**src/rtl/bcd_stopwatch4_pkg.sv**
```systemverilog
// Shared types, constants and BCD helpers for the four-digit stopwatch.
package bcd_stopwatch4_pkg;

  typedef enum logic {
    StStopped = 1'b0,
    StRunning = 1'b1
  } sw_state_e;

  localparam logic [3:0] BCD_MAX = 4'd9;
  localparam logic [3:0] BCD_MIN = 4'd0;

  // True when a step in the given direction leaves the decade.
  // Codes 10..15 act as 9 going up and as 0 going down.
  function automatic logic bcd_at_limit(input logic [3:0] v, input logic up);
    if (up) begin
      return v >= BCD_MAX;
    end else begin
      return (v == BCD_MIN) || (v > BCD_MAX);
    end
  endfunction

  function automatic logic [3:0] bcd_step(input logic [3:0] v, input logic up);
    if (up) begin
      return bcd_at_limit(v, 1'b1) ? BCD_MIN : v + 4'd1;
    end else begin
      return bcd_at_limit(v, 1'b0) ? BCD_MAX : v - 4'd1;
    end
  endfunction

endpackage

```
**src/rtl/bcd_stopwatch4_digit.sv**
```systemverilog
// One BCD decade with synchronous clear and ripple carry/borrow out.
module bcd_digit
  import bcd_stopwatch4_pkg::*;
(
  input  logic       clk_i,
  input  logic       rst_ni,
  input  logic       en_i,
  input  logic       up_i,
  input  logic       clr_i,
  output logic [3:0] value_o,
  output logic       co_o
);

  logic [3:0] value_q, value_d;

  always_comb begin
    value_d = value_q;
    if (clr_i) begin
      value_d = BCD_MIN;
    end else if (en_i) begin
      value_d = bcd_step(value_q, up_i);
    end
  end

  always_ff @(posedge clk_i or negedge rst_ni) begin
    if (!rst_ni) begin
      value_q <= BCD_MIN;
    end else begin
      value_q <= value_d;
    end
  end

  assign value_o = value_q;
  assign co_o    = en_i & bcd_at_limit(value_q, up_i);

endmodule

```
**src/rtl/bcd_stopwatch4.sv**
```systemverilog
// Four-digit BCD up/down stopwatch: synchronised buttons, run FSM, prescaler, digit chain.
module bcd_stopwatch4
  import bcd_stopwatch4_pkg::*;
#(
  parameter int unsigned CLK_HZ      = 50_000_000,
  parameter int unsigned TICK_HZ     = 10,
  parameter int unsigned SYNC_STAGES = 2
) (
  input  logic       CLOCK_50,
  input  logic [2:0] KEY,
  input  logic [0:0] SW,
  output logic [3:0] DIG0,
  output logic [3:0] DIG1,
  output logic [3:0] DIG2,
  output logic [3:0] DIG3,
  output logic       LEDG0,
  output logic       LEDR0
);

  localparam int unsigned DIV = CLK_HZ / TICK_HZ;
  localparam int unsigned PW  = (DIV > 2) ? $clog2(DIV) : 1;
  localparam logic [PW-1:0] PRE_LAST = PW'(DIV - 1);

  logic clk;
  logic rst_n;
  assign clk   = CLOCK_50;
  assign rst_n = KEY[0];

  // Synchronisers: bit 0 = KEY[1], bit 1 = KEY[2], bit 2 = SW[0]; reset to released.
  logic [2:0]                  sync_in;
  logic [2:0][SYNC_STAGES-1:0] sync_q;
  logic [2:0]                  sync_out;

  assign sync_in = {SW[0], KEY[2], KEY[1]};

  always_ff @(posedge clk or negedge rst_n) begin
    if (!rst_n) begin
      sync_q <= '1;
    end else begin
      for (int i = 0; i < 3; i++) begin
        sync_q[i] <= {sync_q[i][SYNC_STAGES-2:0], sync_in[i]};
      end
    end
  end

  always_comb begin
    sync_out = '0;
    for (int i = 0; i < 3; i++) begin
      sync_out[i] = sync_q[i][SYNC_STAGES-1];
    end
  end

  // Registered falling-edge detect gives one-cycle press pulses.
  logic [1:0] key_last_q;
  logic [1:0] press_q;

  always_ff @(posedge clk or negedge rst_n) begin
    if (!rst_n) begin
      key_last_q <= 2'b11;
      press_q    <= 2'b00;
    end else begin
      key_last_q <= sync_out[1:0];
      press_q    <= key_last_q & ~sync_out[1:0];
    end
  end

  logic startstop;
  logic clear;
  logic up;
  assign startstop = press_q[0];
  assign clear     = press_q[1];
  assign up        = ~sync_out[2];

  // Run state machine.
  sw_state_e state_q, state_d;

  always_comb begin
    state_d = state_q;
    if (startstop) begin
      unique case (state_q)
        StStopped: state_d = StRunning;
        StRunning: state_d = StStopped;
        default:   state_d = StStopped;
      endcase
    end
  end

  always_ff @(posedge clk or negedge rst_n) begin
    if (!rst_n) begin
      state_q <= StStopped;
    end else begin
      state_q <= state_d;
    end
  end

  // Prescaler only advances while running now and next cycle; zero otherwise.
  logic [PW-1:0] pre_q, pre_d;
  logic          tick;

  assign tick = (state_q == StRunning) && (pre_q == PRE_LAST);

  always_comb begin
    pre_d = pre_q;
    if (clear || (state_q != StRunning) || (state_d != StRunning) || tick) begin
      pre_d = '0;
    end else begin
      pre_d = pre_q + PW'(1);
    end
  end

  always_ff @(posedge clk or negedge rst_n) begin
    if (!rst_n) begin
      pre_q <= '0;
    end else begin
      pre_q <= pre_d;
    end
  end

  // Decade chain: each enable is the previous decade's carry/borrow out.
  logic [3:0] d0, d1, d2, d3;
  logic       co0, co1, co2, co3;

  bcd_digit u_dig0 (
    .clk_i   (clk),
    .rst_ni  (rst_n),
    .en_i    (tick),
    .up_i    (up),
    .clr_i   (clear),
    .value_o (d0),
    .co_o    (co0)
  );

  bcd_digit u_dig1 (
    .clk_i   (clk),
    .rst_ni  (rst_n),
    .en_i    (co0),
    .up_i    (up),
    .clr_i   (clear),
    .value_o (d1),
    .co_o    (co1)
  );

  bcd_digit u_dig2 (
    .clk_i   (clk),
    .rst_ni  (rst_n),
    .en_i    (co1),
    .up_i    (up),
    .clr_i   (clear),
    .value_o (d2),
    .co_o    (co2)
  );

  bcd_digit u_dig3 (
    .clk_i   (clk),
    .rst_ni  (rst_n),
    .en_i    (co2),
    .up_i    (up),
    .clr_i   (clear),
    .value_o (d3),
    .co_o    (co3)
  );

  // Sticky wrap flag; clear takes priority over a coincident wrap.
  logic wrap_q, wrap_d;

  always_comb begin
    wrap_d = wrap_q;
    if (clear) begin
      wrap_d = 1'b0;
    end else if (co3) begin
      wrap_d = 1'b1;
    end
  end

  always_ff @(posedge clk or negedge rst_n) begin
    if (!rst_n) begin
      wrap_q <= 1'b0;
    end else begin
      wrap_q <= wrap_d;
    end
  end

  assign DIG0  = d0;
  assign DIG1  = d1;
  assign DIG2  = d2;
  assign DIG3  = d3;
  assign LEDG0 = (state_q == StRunning);
  assign LEDR0 = wrap_q;

endmodule

```
**config.mk**
```make
export PLATFORM = sky130hd
export DESIGN_NAME = bcd_stopwatch4
export DESIGN_NICKNAME = d
export VERILOG_FILES = /design/src/rtl/bcd_stopwatch4_pkg.sv /design/src/rtl/bcd_stopwatch4_digit.sv /design/src/rtl/bcd_stopwatch4.sv
export SDC_FILE = /design/constraint.sdc
export NUM_CORES = 1
export LEC_CHECK = 0
export BUFFER_PORTS_ARGS = -buffer_cell sky130_fd_sc_hd__buf_2
export CAP_MARGIN = 15
export CORE_MARGIN = 2
export CORE_UTILIZATION = 55
export CTS_BUF_LIST = sky130_fd_sc_hd__clkbuf_16
export DETAILED_ROUTE_END_ITERATION = 6
export MAX_ROUTING_LAYER = met4
export PLACE_DENSITY_LB_ADDON = 0.15
export SETUP_SLACK_MARGIN = 0.15
export SLEW_MARGIN = 20
export SYNTH_ARGS = -nofsm -noshare
export SYNTH_HDL_FRONTEND = slang
export SYNTH_HIERARCHICAL = 1
export SYNTH_SLANG_ARGS = --single-unit
```
**constraint.sdc**
```tcl
create_clock -name CLOCK_50 -period 7.5 [get_ports CLOCK_50]
set_clock_uncertainty 0.15 [all_clocks]
set_input_delay 1.5 -clock CLOCK_50 [delete_from_list [all_inputs] [get_ports CLOCK_50]]
set_output_delay 1.5 -clock CLOCK_50 [all_outputs]
set_load 0.01 [all_outputs]
```
==> results.json <==
{
  "startpoint_type": "flip-flop",
  "cap_violations": 0,
  "nFillCells": 494,
  "crit_arrival_ns": 3.91,
  "cts_resized": 0,
  "fp.coreArea_um2": 5608,
  "critical_path.max_fanout": 6,
  "sw_frac_of_total": 0.2216,
  "p_int_mw": 0.4947,
  "power_frac_seq": 0.464,
  "synth_seq_area_share": 0.3957,
  "port_buffers": 22,
  "async_flop_share": 1.000,
  "hold_viol": 0,
  "tightest_slew_ns": 0.7597,
  "area_growth_pct": 8.891,
  "power_switching_mw": 0.1408,
  "crit_slowest_cell": "a21boi_0",
  "clk_path_buf_depth": 2,
  "tritoncts": "built",
  "finalCritPeriodShare": 0.5154,
  "place_congestion": 0.8447,
  "die_w_um": 80.88,
  "initialDrtViolationCount": 96,
  "vias": 2643,
  "syn_nets": 375,
  "placed_area_um2": 3347,
  "core.rowCount": 27,
  "ys_warn_count": 6,
  "drt-pass1-iter-count": 6,
  "ys_ff_latch": 51,
  "synthesis.area_um2": 3251,
  "cpMostUsedCell": "a21boi_0",
  "relSlewSlack": 0.4905,
  "cts.clk_slew.worst_paths_ns": 0.07,
  "drt-vias-per-instance": 5.993,
  "cts_max_level": 2,
  "vdd_ir_drop_max_mv": 0.1659,
  "drcViolationCount": 0,
  "worstPathRequired_ns": 7.54,
  "grt_antenna_before_repair": 0,
  "wirelength_mm": 6.296,
  "start_util": 0.5797,
  "cts_hold_buf": 0,
  "cts_root_buf": "clkbuf_16",
  "globalRouteOverflowTotal": 0,
  "synth_edf_count": 0,
  "post_cts.repair.setup_buffers": 0,
  "hpwl_mm": 4.164,
  "grt_max_degree": 61,
  "drv_slew": 0,
  "crit_path_end_kind": "flip-flop",
  "status": "complete, no violations",
  "cts_made_buffers": 5,
  "die_area_um2": 6541,
  "ios": 23,
  "final.min_clock_period_ns": 3.866,
  "grt_pass1_wl_mm": 10.86,
  "final_nets": 390,
  "power_density_nw_per_um2": 179.5,
  "rsz0062_at_grt": "false",
  "p_leak_nw": 1.477,
  "avgSynthCellArea_um2": 9.209,
  "crit_chain": "nor4b_1 -> nand3_1 -> nor3_1 -> a21boi_0 -> a21boi_0 -> a21boi_0 -> o21ai_1 -> or2_1 -> o32ai_1",
  "ys_dominant_reg_cell": "dfrtp_1",
  "cp_slowest_stage_delay_ns": 0.51,
  "finalSetupTns_ns": 0,
  "num_antenna_cells": 0,
  "insertion_delay_ns": 0.29,
  "combPwrFrac": 0.080,
  "setup_viol": 0,
  "max_freq_ghz": 0.2587,
  "drive_gt1_frac": 0.1680,
  "postLayoutCellArea_um2": 3540,
  "ant_nets": 0,
  "first_global_vias": 2486,
  "die_h_um": 80.88,
  "crit_type": "reg -> reg",
  "synth_cells": 353,
  "yosysUniqueCellTypes": 49,
  "gr-usage-all-layers": 0.2162,
  "clkPwrFrac": 0.456,
  "cts.sinks": 51,
  "avgRoutedWirePerCell_um": 14.28,
  "min_path_type": "reg -> reg"
}
[power groups by stage]
stage                     Clock, mW  Combinational, mW  Sequential (mW)
after floorplan                   0             0.0329            0.299
after global placement            0             0.0523            0.299
after detailed placement          0             0.0521            0.300
after CTS                     0.296             0.0523            0.295
after global routing          0.308             0.0580            0.296
final                         0.290             0.0511            0.295
[state kept, by name (all words and copies together), names as in the netlist]
name / count
LEDG0: 1
press_q: 2
sync_q: 3
u_dig1/value_o: 4
sync_out: 3
u_dig3/value_o: 4
pre_q: 23
u_dig0/value_o: 4
LEDR0: 1
key_last_q: 2
u_dig2/value_o: 4
[cell families after synthesis]
family | after synthesis | synth area share
XOR/XNOR | 13 | 0.03503
AO/OA/AOI/OAI | 87 | 0.1805
buffers and inverters | 35 | 0.05966
AND/OR/NAND/NOR | 150 | 0.2637
adder cells (fa/ha/maj) | 17 | 0.06543
flip-flops | 51 | 0.3957
[placed cells by master, fill, tap and decap left out, drive strengths merged, types with 11 or more instances in the layout]
master  instances
inv            18
nand2          25
nand4          12
dfrtp          43
nor2           34
nor4           11
a21oi          21
ha             17
buf            25
o21ai          22
[area by class of cell]
cell class                 instances  area (um2)  share of cell area
multi-input combinational        267        1770              0.5002
clock buffer                       5       125.1             0.03535
clock inverter                     3       67.56             0.01909
tap                               72       90.09             0.02545
timing repair buffer              25       132.6             0.03747
inverter                          18       67.56             0.01909
sequential                        51        1286              0.3634
[critical path: cells and delay by family (launching register included)]
family / cells / cell delay, ns
flip-flops: 1 / 0.45
AND/OR/NAND/NOR: 4 / 1.30
AO/OA/AOI/OAI: 5 / 1.87
[layer usage]
layer  GRT usage  vias up  routed length [um]
li1            -     1305                   -
met1      0.2640     1260                2923
met2      0.3620       64                3084
met3     0.04222       14                 198
met4     0.06949        0                  89
met5           -        -                   0
[Yosys cell counts, types with 6 or more instances]
cell type  count  area [um2]
xnor2_1        9       78.83
a21oi_1       21       105.1
nand4_1       11       68.82
dfrtp_1       43        1076
nor3_1         8       40.04
nor2_1        34       127.6
buf_4          8       60.06
nor4_1        11       68.82
o21ai_0       18       90.09
ha_1          17       212.7
o31ai_1        6       45.04
inv_1         18       67.56
or3_1         10       62.56
nand3_1        6       30.03
nand2_1       25       93.84
nand2b_1       8       50.05
dfstp_2        8       210.2
[worst paths after layout]
path	slack, ns	cells past startpoint	end	from
max in group asynchronous	5.61	2	pre_q[0]	KEY[0]
worst max-delay path	3.63	9	u_dig3/value_o[2]	pre_q[12]
worst max register to register	3.63	9	u_dig3/value_o[2]	pre_q[12]
worst min-delay path	0.21	0	sync_out[1]	sync_q[2]
min in group asynchronous	1.16	2	pre_q[19]	KEY[0]
worst min register to register	0.21	0	sync_out[1]	sync_q[2]
[stage by stage]
stage / util / hold slack (ns) / worst slack, ns / power [mW] / instances
2_1_floorplan: - / 0.1952 / 4.276 / 0.3324 / 353
5_1_grt: 0.6312 / 0.2092 / 3.214 / 0.6620 / 441
4_1_cts: 0.6312 / 0.2079 / 3.617 / 0.6432 / 441
3_5_place_dp: 0.5968 / 0.1982 / 3.707 / 0.3521 / 433
6_report: 0.6312 / 0.2067 / 3.634 / 0.6355 / 441
3_3_place_gp: 0.5968 / 0.1960 / 3.839 / 0.3516 / 433
(Power assumes the default switching activity.)
